==> config.mk <==
export PLATFORM = sky130hd
export DESIGN_NAME = shreg_seq_ctrl
export DESIGN_NICKNAME = d
export VERILOG_FILES = /design/src/rtl/shreg_pkg.sv /design/src/rtl/shreg_shadow.sv /design/src/rtl/shreg_seq_ctrl.sv
export SDC_FILE = /design/constraint.sdc
export NUM_CORES = 1
export LEC_CHECK = 0
export BUFFER_PORTS_ARGS = -buffer_cell sky130_fd_sc_hd__buf_2
export CORE_UTILIZATION = 45
export CTS_CLUSTER_SIZE = 25
export DETAILED_ROUTE_END_ITERATION = 6
export HOLD_SLACK_MARGIN = 0.05
export PLACE_DENSITY_LB_ADDON = 0.1
export SLEW_MARGIN = 15
export SYNTH_ARGS = -nofsm -noshare
export SYNTH_HDL_FRONTEND = slang
export SYNTH_SLANG_ARGS = --single-unit
export TNS_END_PERCENT = 30
==> constraint.sdc <==
create_clock -name CLK -period 2.1 [get_ports CLK]
set_clock_uncertainty 0.2 [all_clocks]
set_input_delay 0.21 -clock CLK [delete_from_list [all_inputs] [get_ports CLK]]
set_output_delay 0.21 -clock CLK [all_outputs]
set_load 0.1 [all_outputs]
==> src/rtl/shreg_pkg.sv <==
// shreg_pkg: shared encodings for the 4-bit rotate/load register and its sequencer.
//   - Op / S encodings (same code drives the register mode select)
//   - Sequencer state encodings
//   - Register width and the register's next-state function
package shreg_pkg;

    localparam int unsigned SHREG_W = 4;
    localparam int unsigned CNT_W   = 4;

    // Op and S encodings
    localparam logic [1:0] OP_HOLD = 2'b00;
    localparam logic [1:0] OP_ROL  = 2'b01;
    localparam logic [1:0] OP_ROR  = 2'b10;
    localparam logic [1:0] OP_LOAD = 2'b11;

    // Sequencer states
    localparam logic [1:0] ST_IDLE = 2'b00;
    localparam logic [1:0] ST_RUN  = 2'b01;
    localparam logic [1:0] ST_FIN  = 2'b10;

    // Value the register holds after one edge with mode s, current contents q, data d.
    function automatic logic [SHREG_W-1:0] shreg_next(
        input logic [1:0]         s,
        input logic [SHREG_W-1:0] q,
        input logic [SHREG_W-1:0] d
    );
        logic [SHREG_W-1:0] r;
        case (s)
            OP_ROL:  r = {q[SHREG_W-2:0], q[SHREG_W-1]};
            OP_ROR:  r = {q[0], q[SHREG_W-1:1]};
            OP_LOAD: r = d;
            default: r = q;
        endcase
        return r;
    endfunction

endpackage

==> src/rtl/shreg_shadow.sv <==
// shreg_shadow: mirror of the downstream rotate/load register plus a valid bit.
// Ports:
//   CLK, RST_N  - clock, synchronous active-low reset
//   S, D, OE    - the same mode/data/output-enable the register sees
//   SHADOW      - expected register contents
//   SHADOW_VLD  - SHADOW is known-good (cleared whenever the register latches z)
module shreg_shadow
    import shreg_pkg::*;
(
    input  logic               CLK,
    input  logic               RST_N,
    input  logic [1:0]         S,
    input  logic [SHREG_W-1:0] D,
    input  logic               OE,
    output logic [SHREG_W-1:0] SHADOW,
    output logic               SHADOW_VLD
);

    logic [SHREG_W-1:0] shadow_q, shadow_d;
    logic               vld_q, vld_d;

    always_comb begin
        shadow_d = shreg_next(S, shadow_q, D);
        vld_d    = vld_q;
        if (S == OP_LOAD) begin
            vld_d = 1'b1;
        end
        // A tri-stated edge makes the register capture z, so the mirror is no longer trusted.
        if (OE) begin
            vld_d = 1'b0;
        end
    end

    always_ff @(posedge CLK) begin
        if (!RST_N) begin
            shadow_q <= '0;
            vld_q    <= 1'b0;
        end else begin
            shadow_q <= shadow_d;
            vld_q    <= vld_d;
        end
    end

    assign SHADOW     = shadow_q;
    assign SHADOW_VLD = vld_q;

endmodule

==> src/rtl/shreg_seq_ctrl.sv <==
// shreg_seq_ctrl: command sequencer for the 4-bit rotate/load register.
// Accepts one command (no-op / rotate left / rotate right / load) over valid/ready,
// drives S, D and OE for exactly the cycles needed, then pulses DONE.
// Ports:
//   CLK, RST_N                     - clock, synchronous active-low reset
//   CMD_VALID, CMD_READY           - command handshake (ready only in IDLE)
//   CMD_OP, CMD_CNT, CMD_DATA      - op code, rotate steps, load value
//   TRI_REQ                        - request to tri-state the register output
//   S, D, OE                       - registered controls to the register (OE=1 tri-state)
//   BUSY, DONE                     - busy in RUN/FIN, one-cycle completion pulse
//   SHADOW, SHADOW_VLD             - expected register contents and its validity
module shreg_seq_ctrl
    import shreg_pkg::*;
(
    input  logic               CLK,
    input  logic               RST_N,
    input  logic               CMD_VALID,
    output logic               CMD_READY,
    input  logic [1:0]         CMD_OP,
    input  logic [CNT_W-1:0]   CMD_CNT,
    input  logic [SHREG_W-1:0] CMD_DATA,
    input  logic               TRI_REQ,
    output logic [1:0]         S,
    output logic [SHREG_W-1:0] D,
    output logic               OE,
    output logic               BUSY,
    output logic               DONE,
    output logic [SHREG_W-1:0] SHADOW,
    output logic               SHADOW_VLD
);

    logic [1:0]         state_q, state_d;
    logic [CNT_W-1:0]   cnt_q, cnt_d;
    logic [1:0]         op_q, op_d;
    logic [1:0]         s_q, s_d;
    logic [SHREG_W-1:0] d_q, d_d;
    logic               oe_q, oe_d;
    logic               busy_q, busy_d;
    logic               done_q, done_d;
    logic               zero_work;

    // No-op and zero-step rotates skip RUN entirely; load always runs exactly one step.
    assign zero_work = (CMD_OP == OP_HOLD) || ((CMD_OP != OP_LOAD) && (CMD_CNT == '0));

    always_comb begin
        state_d = state_q;
        cnt_d   = cnt_q;
        op_d    = op_q;
        d_d     = d_q;
        s_d     = OP_HOLD;
        oe_d    = oe_q;
        busy_d  = busy_q;
        done_d  = 1'b0;

        case (state_q)
            ST_IDLE: begin
                oe_d   = TRI_REQ;
                busy_d = 1'b0;
                if (CMD_VALID) begin
                    op_d   = CMD_OP;
                    d_d    = CMD_DATA;
                    busy_d = 1'b1;
                    if (zero_work) begin
                        cnt_d   = '0;
                        state_d = ST_FIN;
                        done_d  = 1'b1;
                    end else begin
                        cnt_d   = (CMD_OP == OP_LOAD) ? CNT_W'(1) : CMD_CNT;
                        state_d = ST_RUN;
                        s_d     = CMD_OP;
                        oe_d    = 1'b0;
                    end
                end
            end
            ST_RUN: begin
                // TRI_REQ is ignored here; it is resampled in FIN for the first IDLE cycle.
                oe_d = 1'b0;
                if (cnt_q == CNT_W'(1)) begin
                    cnt_d   = '0;
                    state_d = ST_FIN;
                    done_d  = 1'b1;
                end else begin
                    cnt_d = cnt_q - CNT_W'(1);
                    s_d   = op_q;
                end
            end
            ST_FIN: begin
                oe_d    = TRI_REQ;
                busy_d  = 1'b0;
                state_d = ST_IDLE;
            end
            default: begin
                busy_d  = 1'b0;
                state_d = ST_IDLE;
            end
        endcase
    end

    always_ff @(posedge CLK) begin
        if (!RST_N) begin
            state_q <= ST_IDLE;
            cnt_q   <= '0;
            op_q    <= OP_HOLD;
            s_q     <= OP_HOLD;
            d_q     <= '0;
            oe_q    <= 1'b0;
            busy_q  <= 1'b0;
            done_q  <= 1'b0;
        end else begin
            state_q <= state_d;
            cnt_q   <= cnt_d;
            op_q    <= op_d;
            s_q     <= s_d;
            d_q     <= d_d;
            oe_q    <= oe_d;
            busy_q  <= busy_d;
            done_q  <= done_d;
        end
    end

    assign CMD_READY = (state_q == ST_IDLE);
    assign S         = s_q;
    assign D         = d_q;
    assign OE        = oe_q;
    assign BUSY      = busy_q;
    assign DONE      = done_q;

    // Mirror sees the same registered controls as the register, so it updates on the same edge.
    shreg_shadow u_shadow (
        .CLK        (CLK),
        .RST_N      (RST_N),
        .S          (s_q),
        .D          (d_q),
        .OE         (oe_q),
        .SHADOW     (SHADOW),
        .SHADOW_VLD (SHADOW_VLD)
    );

endmodule

After elaboration in Yosys (flattened, before gate mapping). Cells that the tools add are included.

Memory bits (writable): 0. Bits in registers: 22. Memories kept: 0. Bits in read-only memories: 0. Bits in latches: 0. Input port bits: 14.

Shifts and indexed selects: 0. Bitwise logic cells: 1. Eq/ne operators: 10. Muxes and demuxes: 23. $lt $le $gt $ge: 0. $add $sub $neg: 1. Reduce and logical (&&, ||, !) cells: 12. Multiply operators: 0. Divide/modulo/power cells: 0.

Operator list (number): 4-bit 2-to-1 mux (4); 2-bit 2-to-1 mux (6); 4-bit case mux with 3 select lines (1); 2-bit equality test, second input constant (4); 2-bit case mux with 2 select lines (2); 4-bit case mux with 2 select lines (1); 1-bit 2-to-1 mux (6); 2-bit != test, second input constant (3); 2-bit AND reduction (3); 3-bit nonzero test (2); 2-bit by 1-bit equality test with 1-bit output, second input constant (2); 4-bit by 1-bit equality test with 1-bit output, second input constant (1); 2-bit zero test (2); 4-bit zero test (1); 1-bit case mux with 2 select lines (2); 4-bit by 1-bit subtractor with 4-bit output, second input constant (1); 1-bit case mux with 3 select lines (1); 2-bit nonzero test (1); 2-bit OR reduction (1); 1-bit logical AND (1); 1-bit logical OR (1); 1-bit NOT (1).

Longest topological paths before layout. Gate-level depths: netlist (run 1).

Depth after elaboration: 6. Mapped depth: 7.

Hierarchy. From an unflattened synthesis (run 1), not the netlist that was laid out.

Cells, all modules: 124. Area, all modules: 1098.6 µm².

By module, submodules not included: shreg_seq_ctrl (times used 1, area each 859.6 µm², seq. area each 340.3 µm², cells each 102); shreg_shadow (times used 1, area each 239.0 µm², seq. area each 100.1 µm², cells each 22).

Worst setup path after synthesis (run 1). OpenSTA, ideal clock, no wires.

Path kind: reg-to-reg. Start: reg state_q[0]. End: reg cnt_q[0]. Cell stages (with the launch flop): 5. Buffers on the path: 0. Path slack: -0.146 ns. Setup time: 0.116 ns. Arrival time: 1.930 ns. Path through: dfxtp_1 > inv_1 > ha_1 > mux2_2 > o211a_1.

Word-level cells in the longest chain between the ends: 3.

RTL lines: start, declared (line shreg_seq_ctrl.sv:32) `logic [1:0] state_q, state_d;`; start signal, assigned (line shreg_seq_ctrl.sv:110) `state_q <= state_d;`; 2-bit zero test (*); via CMD_READY (line shreg_seq_ctrl.sv:18) `output logic CMD_READY,`; 2-bit != test (no source line) or 2-bit nonzero test (tied branches); 2-bit AND reduction (no source line); end signal, assigned (line shreg_seq_ctrl.sv:111) `cnt_q <= cnt_d;`; end, declared (line shreg_seq_ctrl.sv:33) `logic [CNT_W-1:0] cnt_q, cnt_d;`.

The timed path passes the listed nets; every way through them passes the cells marked *. A chain may end at the register's enable or synchronous reset.

Worst setup path after layout (run 1).
Start: in CMD_CNT[3]. End: reg done_q, in the netlist DONE.

Word-level cells in the longest chain between the ends: 6.

RTL lines: start, declared (line shreg_seq_ctrl.sv:20) `input logic [CNT_W-1:0] CMD_CNT,`; 4-bit zero test (line shreg_seq_ctrl.sv:43) `assign zero_work = (CMD_OP == OP_HOLD) || ((CMD_OP != OP_LOAD) && (CMD_CNT == '0));`; 1-bit logical AND (line shreg_seq_ctrl.sv:43); 1-bit logical OR (line shreg_seq_ctrl.sv:43); 1-bit 2-to-1 mux (line shreg_seq_ctrl.sv:63) `if (zero_work) begin`; 1-bit 2-to-1 mux (line shreg_seq_ctrl.sv:59) `if (CMD_VALID) begin`; 1-bit case mux with 2 select lines (line shreg_seq_ctrl.sv:55) `case (state_q)`; end signal, assigned (line shreg_seq_ctrl.sv:117) `done_q <= done_d;`; end, declared (line shreg_seq_ctrl.sv:39) `logic done_q, done_d;`.

No other way between the ends.

==> impl_metrics.csv, run 1 <==
group,metric,value,unit
cts,clkTransAtPathRegs,0.12,ns
cts,cts_tree,"done",
critical_path,worst-setup-path-type,"input port to register",
floorplan,ioPinCount,29,
timing,fmax,521,MHz
cts,clock-root-buffer,"clkbuf_4",
power,ir_drop,0.484,mV
cts,numCtsBuffers,3,
timing,period_share,91.4,%
timing,maxSlewViolCount,0,
floorplan,row_count,17,
synth,yosysSeqAreaShare,40.6,%
layout,diodes,0,
timing,holdWs,0.0669,ns
global_routing,grt_pass1_vias,852,
placement,dp_hpwl,1.75,mm
run_status,status,"finished, final reports clean",
critical_path,cp-start-kind,"input port",
cts,ctsResizeCount,0,
cts,clock-sinks,22,
hold_path,min_from,"CMD_VALID",
critical_path,crit_chain,"dlygate4sd3_1, buf_2, or4_4, maj3_2, o32a_1, nor2_1",
layout,area_growth,28.4,%
global_routing,grt_max_degree,14,
synth,synth.avg_cell_area,9.27,um^2
critical_path,critical_path_arrival,1.96,ns
critical_path,startpoint,"CMD_CNT[3]",
critical_path,cp.required,2.14,ns
hold_path,hp-class,"input port to register",
layout,utilization,62.4,%
cts,hold_buffers,9,
cts,h-tree-depth,1,
timing,worst_pin_slew,0.496,ns
critical_path,critPathCaptureType,"register",
detailed_routing,post_drt_wl_per_cell,12.7,um
detailed_routing,drcViolationCount,0,
timing,finalCriticalPeriod,1.92,ns
floorplan,initial_utilization,48.6,%
layout,drive_above_1_share,27.7,%
detailed_routing,dr.pass1.iters,4,
detailed_routing,drt-vias-per-instance,5.32,
power,power.density,881,mW/mm^2
critical_path,crit_fanout,4,
run,max-cap-violations,0,
synth,netlist_area,0.00108,mm^2
critical_path,critical_path.top_delay_family,"buffers and inverters",
placement,place.port_buffers,28,
floorplan,die_w,51.1,um
power,power.leakage,0.611,nW
critical_path,r2r_cells,5,
global_routing,grt.overflow.total,0,
hold_path,holdPathStages,3,
floorplan,die_h,51.1,um
floorplan,core-area,0.00223,mm^2
hold_path,worst_hold_path.endpoint,"OE",
layout,fin_nets,176,
timing,rsz0062_at_grt,"no",
timing,hold_violations,0,
global_routing,grt_pass1_wl,3.80,mm
critical_path,reg2reg_slack,0.39,ns
synth,syn_inst,117,
synth,ys_types,35,
floorplan,dieArea,0.00261,mm^2
critical_path,r2r_start,"state_q[1]",
cts,clkLatencyLatePin,0.30,ns
detailed_routing,via_count,973,
detailed_routing,drt_iter0_drc,13,
placement,place.gp.congestion,0.801,
cts,cts_buffer_depth,2,
placement,postPlaceCellArea,0.00125,mm^2
cts,postCtsSetupBuffers,0,
detailed_routing,ant_nets,0,
critical_path,reg2reg_to,"cnt_q[3]",
critical_path,cpMaxStageDelayCell,"dlygate4sd3_1",
synth,synth_nets,137,
timing,setup_viol,0,
global_routing,grt_use_total,19.2,%
synth,ys_warn_count,0,
timing,slew_headroom,67.1,%
global_routing,antenna_found_initial,0,
layout,stdcell_area,0.00139,mm^2
critical_path,path_buf_inv,2,
critical_path,max_stage_delay,0.53,ns
detailed_routing,drt-total-wl,2.32,mm
synth,synth_seq_cells,22,
-- metal layers --
metal  vias up  wire, um  global-route usage (%)
met1       456      1130                    25.9
met2        19      1080                    31.6
met3         2        83                    3.87
met4         0        14                    4.17
met5         -         0                       0
li1        496         -                       -
-- cells in the mapped netlist, drive strengths merged --
library cell,count,area share (%)
a211oi,1,0.69
a22oi,1,0.69
inv,7,2.4
nand3b,1,0.69
o21ai,5,2.3
dfxtp,22,41
mux2,2,2.1
o211a,1,0.92
o32a,1,0.92
a2bb2oi,1,0.81
nand3,1,0.46
nand2,17,5.9
ha,6,6.9
o21a,1,0.69
clkinv,1,0.35
nor2b,1,0.58
a32o,1,0.92
and2,5,2.9
clkbuf,2,0.69
a21oi,10,4.6
xnor2,1,0.81
or4,1,1.0
o211ai,1,0.69
a32oi,3,2.4
mux4,4,8.3
nand2b,1,0.58
nor3,3,1.4
o221a,1,1.0
o31ai,1,0.69
buf,1,0.46
maj3,2,2.0
a21o,1,0.81
nand4,1,0.58
nor2,9,3.1
-- per-stage QoR --
step	total power, mW	std cells	setup TNS [ns]	worst slack (ns)
finish	1.23	183	0	0.180
global placement	0.901	170	0	0.386
floorplan	0.829	117	-0.0644	-0.0215
global route	1.30	183	0	0.148
detailed placement	0.907	170	0	0.364
CTS	1.24	183	0	0.194
-- kinds of logic (layout without fill, tap and decap cells) --
group / count (synthesis) / in the layout / synth area share (%)
AO/OA/AOI/OAI: 29 / 29 / 18.2
buffers and inverters: 11 / 49 / 3.92
multiplexers: 6 / 6 / 10.4
XOR/XNOR: 1 / 1 / 0.808
AND/OR/NAND/NOR: 40 / 40 / 17.2
flip-flops: 22 / 22 / 40.6
adder cells (fa/ha/maj): 8 / 8 / 8.88
-- cells in the final DEF, fill, tap and decap left out, drive strengths merged, types with 4 or more instances in the layout --
master / count
o21ai: 5
buf: 28
inv: 7
and2: 5
a21oi: 10
dlygate4sd3: 9
mux4: 4
nand2: 17
nor2: 9
ha: 6
dfxtp: 22
-- worst max-delay path by stage --
stage	endpoint	cells past startpoint
3_5_place_dp	DONE	5
2_1_floorplan	u_shadow.SHADOW[0]	2
3_3_place_gp	DONE	5
4_1_cts	DONE	6
5_1_grt	DONE	6
6_report	DONE	6
-- report_power, final --
| group | switching [mW] | internal [mW] |
|---|---|---|
| Sequential | 0.0369 | 0.456 |
| Clock | 0.123 | 0.193 |
| Combinational | 0.290 | 0.129 |
-- sequential cells by signal (all words and copies together) (netlist names) --
| register | cells |
|---|---|
| D | 4 |
| u_shadow.SHADOW_VLD | 1 |
| BUSY | 1 |
| OE | 1 |
| state_q | 2 |
| u_shadow.SHADOW | 4 |
| S | 2 |
| DONE | 1 |
| cnt_q | 4 |
| op_q | 2 |
-- worst reg2reg max path, cell delays in order, from the launching register on --
cell and delay (ns):
dfxtp_1 0.41, inv_1 0.08, ha_1 0.30, mux2_2 0.37, o21ai_0 0.20, a21oi_1 0.06
-- area by class of cell --
class                           instances  area, um^2
Fill cell                             206         841
Multi-Input combinational cell         84         604
Sequential cell                        22         440
Timing Repair Buffer                   37         230
Tap cell                               28        35.0
Clock inverter                          1        30.0
Inverter                                8        30.0
Clock buffer                            3        22.5
Note: power is estimated with default switching activity, not from simulation.
==> run 2, diff against run 1 <==
--- a/config.mk
+++ b/config.mk
@@ -9,7 +9,7 @@
 export CORE_UTILIZATION = 45
 export CTS_CLUSTER_SIZE = 25
 export DETAILED_ROUTE_END_ITERATION = 6
-export HOLD_SLACK_MARGIN = 0.05
+export HOLD_SLACK_MARGIN = 0.08
 export PLACE_DENSITY_LB_ADDON = 0.1
 export SLEW_MARGIN = 15
 export SYNTH_ARGS = -nofsm -noshare
==> run 2 against run 1 <==
Compared with the run above:
- clock-buffer cell count is the same
- sequential power about the same
- largest cell class unchanged
- register-to-register slack hardly changed
- clock power about the same
- cell count increased by 0.55%
- first-iteration DRC count did not move
- flip-flop and latch count unchanged
- global-route usage is 0.13 points higher
- design area up 0.72%
- power about the same
- hold slack improved by 0.037 ns
- maximum frequency about the same
==> impl_metrics.csv, run 2 (same netlist as run 1, synthesis figures left out) <==
group,metric,value,unit
run_status,status,"finished, final reports clean",
critical_path,r2r_start,"state_q[1]",
detailed_routing,post_drt_wl_per_cell,12.7,um
critical_path,setup.worst_path.end,"DONE",
critical_path,reg2reg_to,"cnt_q[3]",
timing,period_share,91.5,%
detailed_routing,drt_iter0_drc,13,
global_routing,grt.overflow.total,0,
hold_path,hp-class,"input port to register",
critical_path,crit_fanout,4,
global_routing,grt_pass1_vias,860,
run,max-cap-violations,0,
cts,cts_buffer_depth,2,
global_routing,grt_use_total,19.4,%
detailed_routing,dr.pass1.iters,4,
critical_path,startpoint,"CMD_CNT[3]",
timing,fmax,520,MHz
cts,h-tree-depth,1,
critical_path,r2r_cells,5,
critical_path,cp.required,2.14,ns
critical_path,critPathCaptureType,"register",
detailed_routing,drcViolationCount,0,
floorplan,dieArea,0.00261,mm^2
layout,stdcell_area,0.00140,mm^2
critical_path,cp-start-kind,"input port",
layout,final_cell_mix,"buf_2, dfxtp_1, nand2_1",
cts,clock-root-buffer,"clkbuf_4",
power,power.leakage,0.615,nW
power,ir_drop,0.484,mV
layout,fin_cells,184,
cts,clkLatencyLatePin,0.30,ns
critical_path,worst-setup-path-type,"input port to register",
floorplan,die_h,51.1,um
cts,clkTransAtPathRegs,0.12,ns
placement,postPlaceCellArea,0.00125,mm^2
floorplan,initial_utilization,48.6,%
critical_path,critical_path_arrival,1.96,ns
timing,slew_headroom,67.1,%
critical_path,reg2reg_slack,0.38,ns
floorplan,ioPinCount,29,
global_routing,grt_max_degree,14,
timing,maxSlewViolCount,0,
detailed_routing,drt-total-wl,2.33,mm
layout,fill_cells,205,
floorplan,row_count,17,
timing,setup_viol,0,
floorplan,die_w,51.1,um
cts,cts_tree,"done",
timing,rsz0062_at_grt,"no",
timing,worst_pin_slew,0.496,ns
placement,dpl.cell_count,170,
layout,area_growth,29.3,%
placement,place.port_buffers,28,
detailed_routing,drt-vias-per-instance,5.28,
global_routing,antenna_found_initial,0,
layout,layout_commonest_cell,"buf_2",
cts,clock-sinks,22,
placement,preCtsSetupSlack,0.364,ns
detailed_routing,via_count,972,
layout,drive_above_1_share,27.6,%
detailed_routing,ant_nets,0,
cts,numCtsBuffers,3,
placement,dp_hpwl,1.75,mm
layout,fin_nets,177,
floorplan,core-area,0.00223,mm^2
power,power.density,876,mW/mm^2
layout,diodes,0,
timing,finalCriticalPeriod,1.92,ns
timing,timing.final.ws_setup,0.179,ns
timing,hold_violations,0,
cts,postCtsSetupBuffers,0,
placement,place.gp.congestion,0.801,
global_routing,grt_pass1_wl,3.82,mm
## run 2: where the power goes
part | leakage, nW | internal, mW | switching [mW]
Sequential | 0.180 | 0.456 | 0.0368
Clock | 0.0279 | 0.193 | 0.122
Combinational | 0.407 | 0.130 | 0.291
## run 2: per-stage QoR
step	utilization (%)	setup TNS [ns]	power [mW]	hold WS [ns]
after detailed placement	56.0	0	0.907	0.247
after CTS	62.8	0	1.24	0.0930
after global routing	62.8	0	1.30	0.107
after global placement	56.0	0	0.901	0.244
after floorplan	-	-0.0644	0.829	0.146
final	62.8	0	1.23	0.103
## run 2: cell type report
cell class / count / area (um^2) / area share (%)
inverter: 8 / 30.0 / 2.14
timing repair buffer: 38 / 240 / 17.1
clock buffer: 3 / 22.5 / 1.61
tap: 28 / 35.0 / 2.50
clock inverter: 1 / 30.0 / 2.14
sequential: 22 / 440 / 31.4
multi-input combinational: 84 / 604 / 43.1
## run 2: critical path, cell delays in order
cell and delay (ns):
dlygate4sd3_1 0.53, buf_2 0.13, or4_4 0.48, maj3_2 0.36, o32a_1 0.18, nor2_1 0.07
## run 2: per-layer routing
| metal | vias to the layer above | GRT usage, % | part of all wire [%] |
|---|---|---|---|
| met5 | - | 0 | 0 |
| met4 | 0 | 4.17 | 0.60 |
| met3 | 2 | 3.57 | 3.4 |
| met2 | 22 | 32.0 | 47 |
| met1 | 450 | 26.1 | 49 |
| li1 | 498 | - | - |
## run 2: how the worst min path moves through the flow
stage                     slack, ns  startpoint  cells after the start        to
final                          0.10  CMD_CNT[1]                      3  cnt_q[1]
after global routing           0.11  CMD_CNT[1]                      3  cnt_q[1]
after CTS                      0.09  CMD_CNT[1]                      3  cnt_q[1]
after detailed placement       0.25     op_q[0]                      2   op_q[0]
after global placement         0.24     op_q[0]                      2   op_q[0]
after floorplan                0.15   CMD_OP[0]                      2   op_q[0]
## run 2: repair_timing
action | in CTS | in global routing
resized for setup | 0 | 0
hold buffers | 10 | 0
hold endpoints to repair | 16 | 0
==> run 3, diff against run 2 <==
--- a/config.mk
+++ b/config.mk
@@ -5,11 +5,12 @@
 export SDC_FILE = /design/constraint.sdc
 export NUM_CORES = 1
 export LEC_CHECK = 0
+export ABC_AREA = 1
 export BUFFER_PORTS_ARGS = -buffer_cell sky130_fd_sc_hd__buf_2
 export CORE_UTILIZATION = 45
 export CTS_CLUSTER_SIZE = 25
 export DETAILED_ROUTE_END_ITERATION = 6
-export HOLD_SLACK_MARGIN = 0.08
+export HOLD_SLACK_MARGIN = 0.12
 export PLACE_DENSITY_LB_ADDON = 0.1
 export SLEW_MARGIN = 15
 export SYNTH_ARGS = -nofsm -noshare
==> run 3 against run 2 <==
Compared with the run above:
- the flow now finishes with violations (design-rule violations)
- non-clock buffer count up 5
- synthesized cell count is 47% higher
- sequential power is essentially flat
- sequential share of layout area decreased by 2.8 points
- critical path depth did not move
- worst setup slack worse by 0.029 ns
- via count is 23% higher
- critical path type is now register to register
==> impl_metrics.csv, run 3 <==
group,metric,value,unit
floorplan,initial_utilization,47.4,%
synth,ys_async_sr_fraction,0,%
cts,h-tree-depth,1,
critical_path,critical_path_arrival,1.98,ns
detailed_routing,drt-total-wl,2.82,mm
layout,final_cell_mix,"inv_1, nand2_1, buf_2",
timing,finalCriticalPeriod,1.95,ns
timing,maxSlewViolCount,0,
timing,timing.final.ws_setup,0.150,ns
floorplan,die_h,52.9,um
detailed_routing,drcViolationCount,1,
cts,clock-sinks,22,
placement,place.port_buffers,28,
critical_path,startpoint,"state_q[0]",
global_routing,grt_max_degree,16,
synth,synth_area_leaders,"dfxtp_1, inv_1, nand2_1, nor2_1, a21oi_1",
synth,synth_nets,192,
detailed_routing,post_drt_wl_per_cell,11.5,um
timing,slew_headroom,67.9,%
critical_path,r2r_start,"state_q[0]",
cts,numCtsBuffers,3,
critical_path,cp-start-kind,"register",
timing,hold_violations,0,
floorplan,ioPinCount,29,
floorplan,row_count,18,
synth,yosysTopAreaCell,"dfxtp_1",
placement,dp_hpwl,1.95,mm
cts,cts_tree,"done",
power,ir_drop,0.683,mV
timing,setup_viol,0,
global_routing,grt.overflow.total,0,
global_routing,grt_pass1_vias,1029,
global_routing,antenna_found_initial,0,
detailed_routing,drt_iter0_drc,37,
cts,clock-root-buffer,"clkbuf_4",
cts,clkLatencyLatePin,0.31,ns
layout,stdcell_area,0.00154,mm^2
floorplan,dieArea,0.00279,mm^2
critical_path,cp.required,2.13,ns
synth,netlist_top_cells_count,"inv_1, nand2_1, dfxtp_1, nor2_1",
timing,rsz0062_at_grt,"no",
synth,synth.avg_cell_area,6.77,um^2
critical_path,max_stage_delay,0.58,ns
power,p_total,1.32,mW
layout,area_growth,32.2,%
run_status,status,"complete, but fails checks",
layout,layout_commonest_cell,"inv_1",
detailed_routing,ant_nets,0,
synth,synthFlopType,"dfxtp_1",
placement,place.gp.congestion,0.797,
detailed_routing,drt-vias-per-instance,4.87,
critical_path,critPathCaptureType,"register",
critical_path,crit_chain,"inv_1, ha_2, nand2_4, o21ai_0, dlygate4sd3_1, a21oi_1",
placement,preCtsSetupSlack,0.455,ns
run,max-cap-violations,0,
synth,ys_types,21,
placement,postPlaceCellArea,0.00133,mm^2
cts,clkTransAtPathRegs,0.14,ns
critical_path,worst-setup-path-type,"register to register",
cts,postCtsSetupBuffers,0,
timing,setup_tns,0,ns
layout,fin_nets,237,
synth,netlist_area,0.00116,mm^2
synth,yosysMostFrequentCell,"inv_1",
timing,period_share,92.9,%
timing,worst_pin_slew,0.486,ns
cts,cts_buffer_depth,2,
run_status,failed_checks,"design-rule violations",
synth,yosys.area.top_type_share,37.8,%
timing,holdWs,0.149,ns
power,power.leakage,0.779,nW
detailed_routing,dr.pass1.iters,6,
timing,fmax,513,MHz
synth,synth_edf_count,0,
synth,synth_seq_cells,22,
power,power.density,861,mW/mm^2
global_routing,grt_pass1_wl,4.42,mm
hold_path,min_from,"CMD_CNT[3]",
critical_path,cpMaxStageDelayCell,"dlygate4sd3_1",
synth,ys_warn_count,0,
hold_path,hp-class,"input port to register",
layout,drive_above_1_share,17.1,%
synth,syn_inst,172,
global_routing,grt_use_total,21.7,%
layout,diodes,0,
synth,yosysSeqAreaShare,37.8,%
critical_path,crit_fanout,12,
floorplan,core-area,0.00245,mm^2
detailed_routing,via_count,1198,
floorplan,die_w,52.9,um
[run 3: cell types whose count changed after synthesis, sizes merged, moves of 3 or more]
cell,before,now
nor2,9,22
nor3,3,0
a21oi,10,16
inv,7,34
nand2,17,29
o21ai,5,18
o22ai,0,3
nand3,1,14
mux4,4,0
a32oi,3,0
and2,5,0
[run 3: logic make-up (layout without fill, tap and decap cells)]
kind of cell | count (synthesis) | in the layout | synth area share, %
flip-flops | 22 | 22 | 37.8
AO/OA/AOI/OAI | 40 | 40 | 19.1
XOR/XNOR | 1 | 1 | 0.753
AND/OR/NAND/NOR | 66 | 66 | 23.7
buffers and inverters | 37 | 81 | 12.2
adder cells (fa/ha/maj) | 6 | 6 | 6.45
[run 3: worst max-delay path: cells and delay by family (launching register included)]
family          cells  cell delay (ns)
simple gates        1             0.13
compound gates      2             0.23
buf+inv             2             0.67
flops               1             0.36
fa+ha+maj           1             0.27
[run 3: cell type report]
cell class / count / area [um^2]
inverter: 34 / 128
fill: 233 / 917
tap: 30 / 37.5
sequential: 22 / 440
clock inverter: 1 / 30.0
clock buffer: 3 / 22.5
timing repair buffer: 43 / 290
multi-input combinational: 113 / 589
[run 3: stage by stage]
stage / utilization, % / instances
after floorplan: - / 172
after global placement: 54.2 / 227
after detailed placement: 54.2 / 227
after CTS: 62.4 / 246
after global routing: 62.6 / 246
final: 62.6 / 246
[run 3: report_power, final]
part | internal [mW] | switching [mW]
Clock | 0.193 | 0.144
Sequential | 0.461 | 0.0313
Combinational | 0.128 | 0.368
[run 3: per-layer routing]
layer  GRT usage [%]  part of all wire, %  vias up
met5               0                    0        -
met4            6.58                  1.2        0
met3            2.59                  4.9        6
met2            35.9                   45       33
met1            29.3                   49      529
li1                -                    -      630
[run 3: what timing repair did]
item | CTS | global route
setup endpoints to repair | 0 | 3
gates resized for setup | 0 | 2
hold buffers | 15 | 0
endpoints found under the hold margin | 18 | 0
[run 3: final timing paths]
kind	end	slack (ns)	depth (start not counted)
max	D[0]	0.15	6
min	cnt_q[3]	0.15	7
max reg2reg	D[0]	0.15	6
min reg2reg	u_shadow.SHADOW_VLD	0.25	1
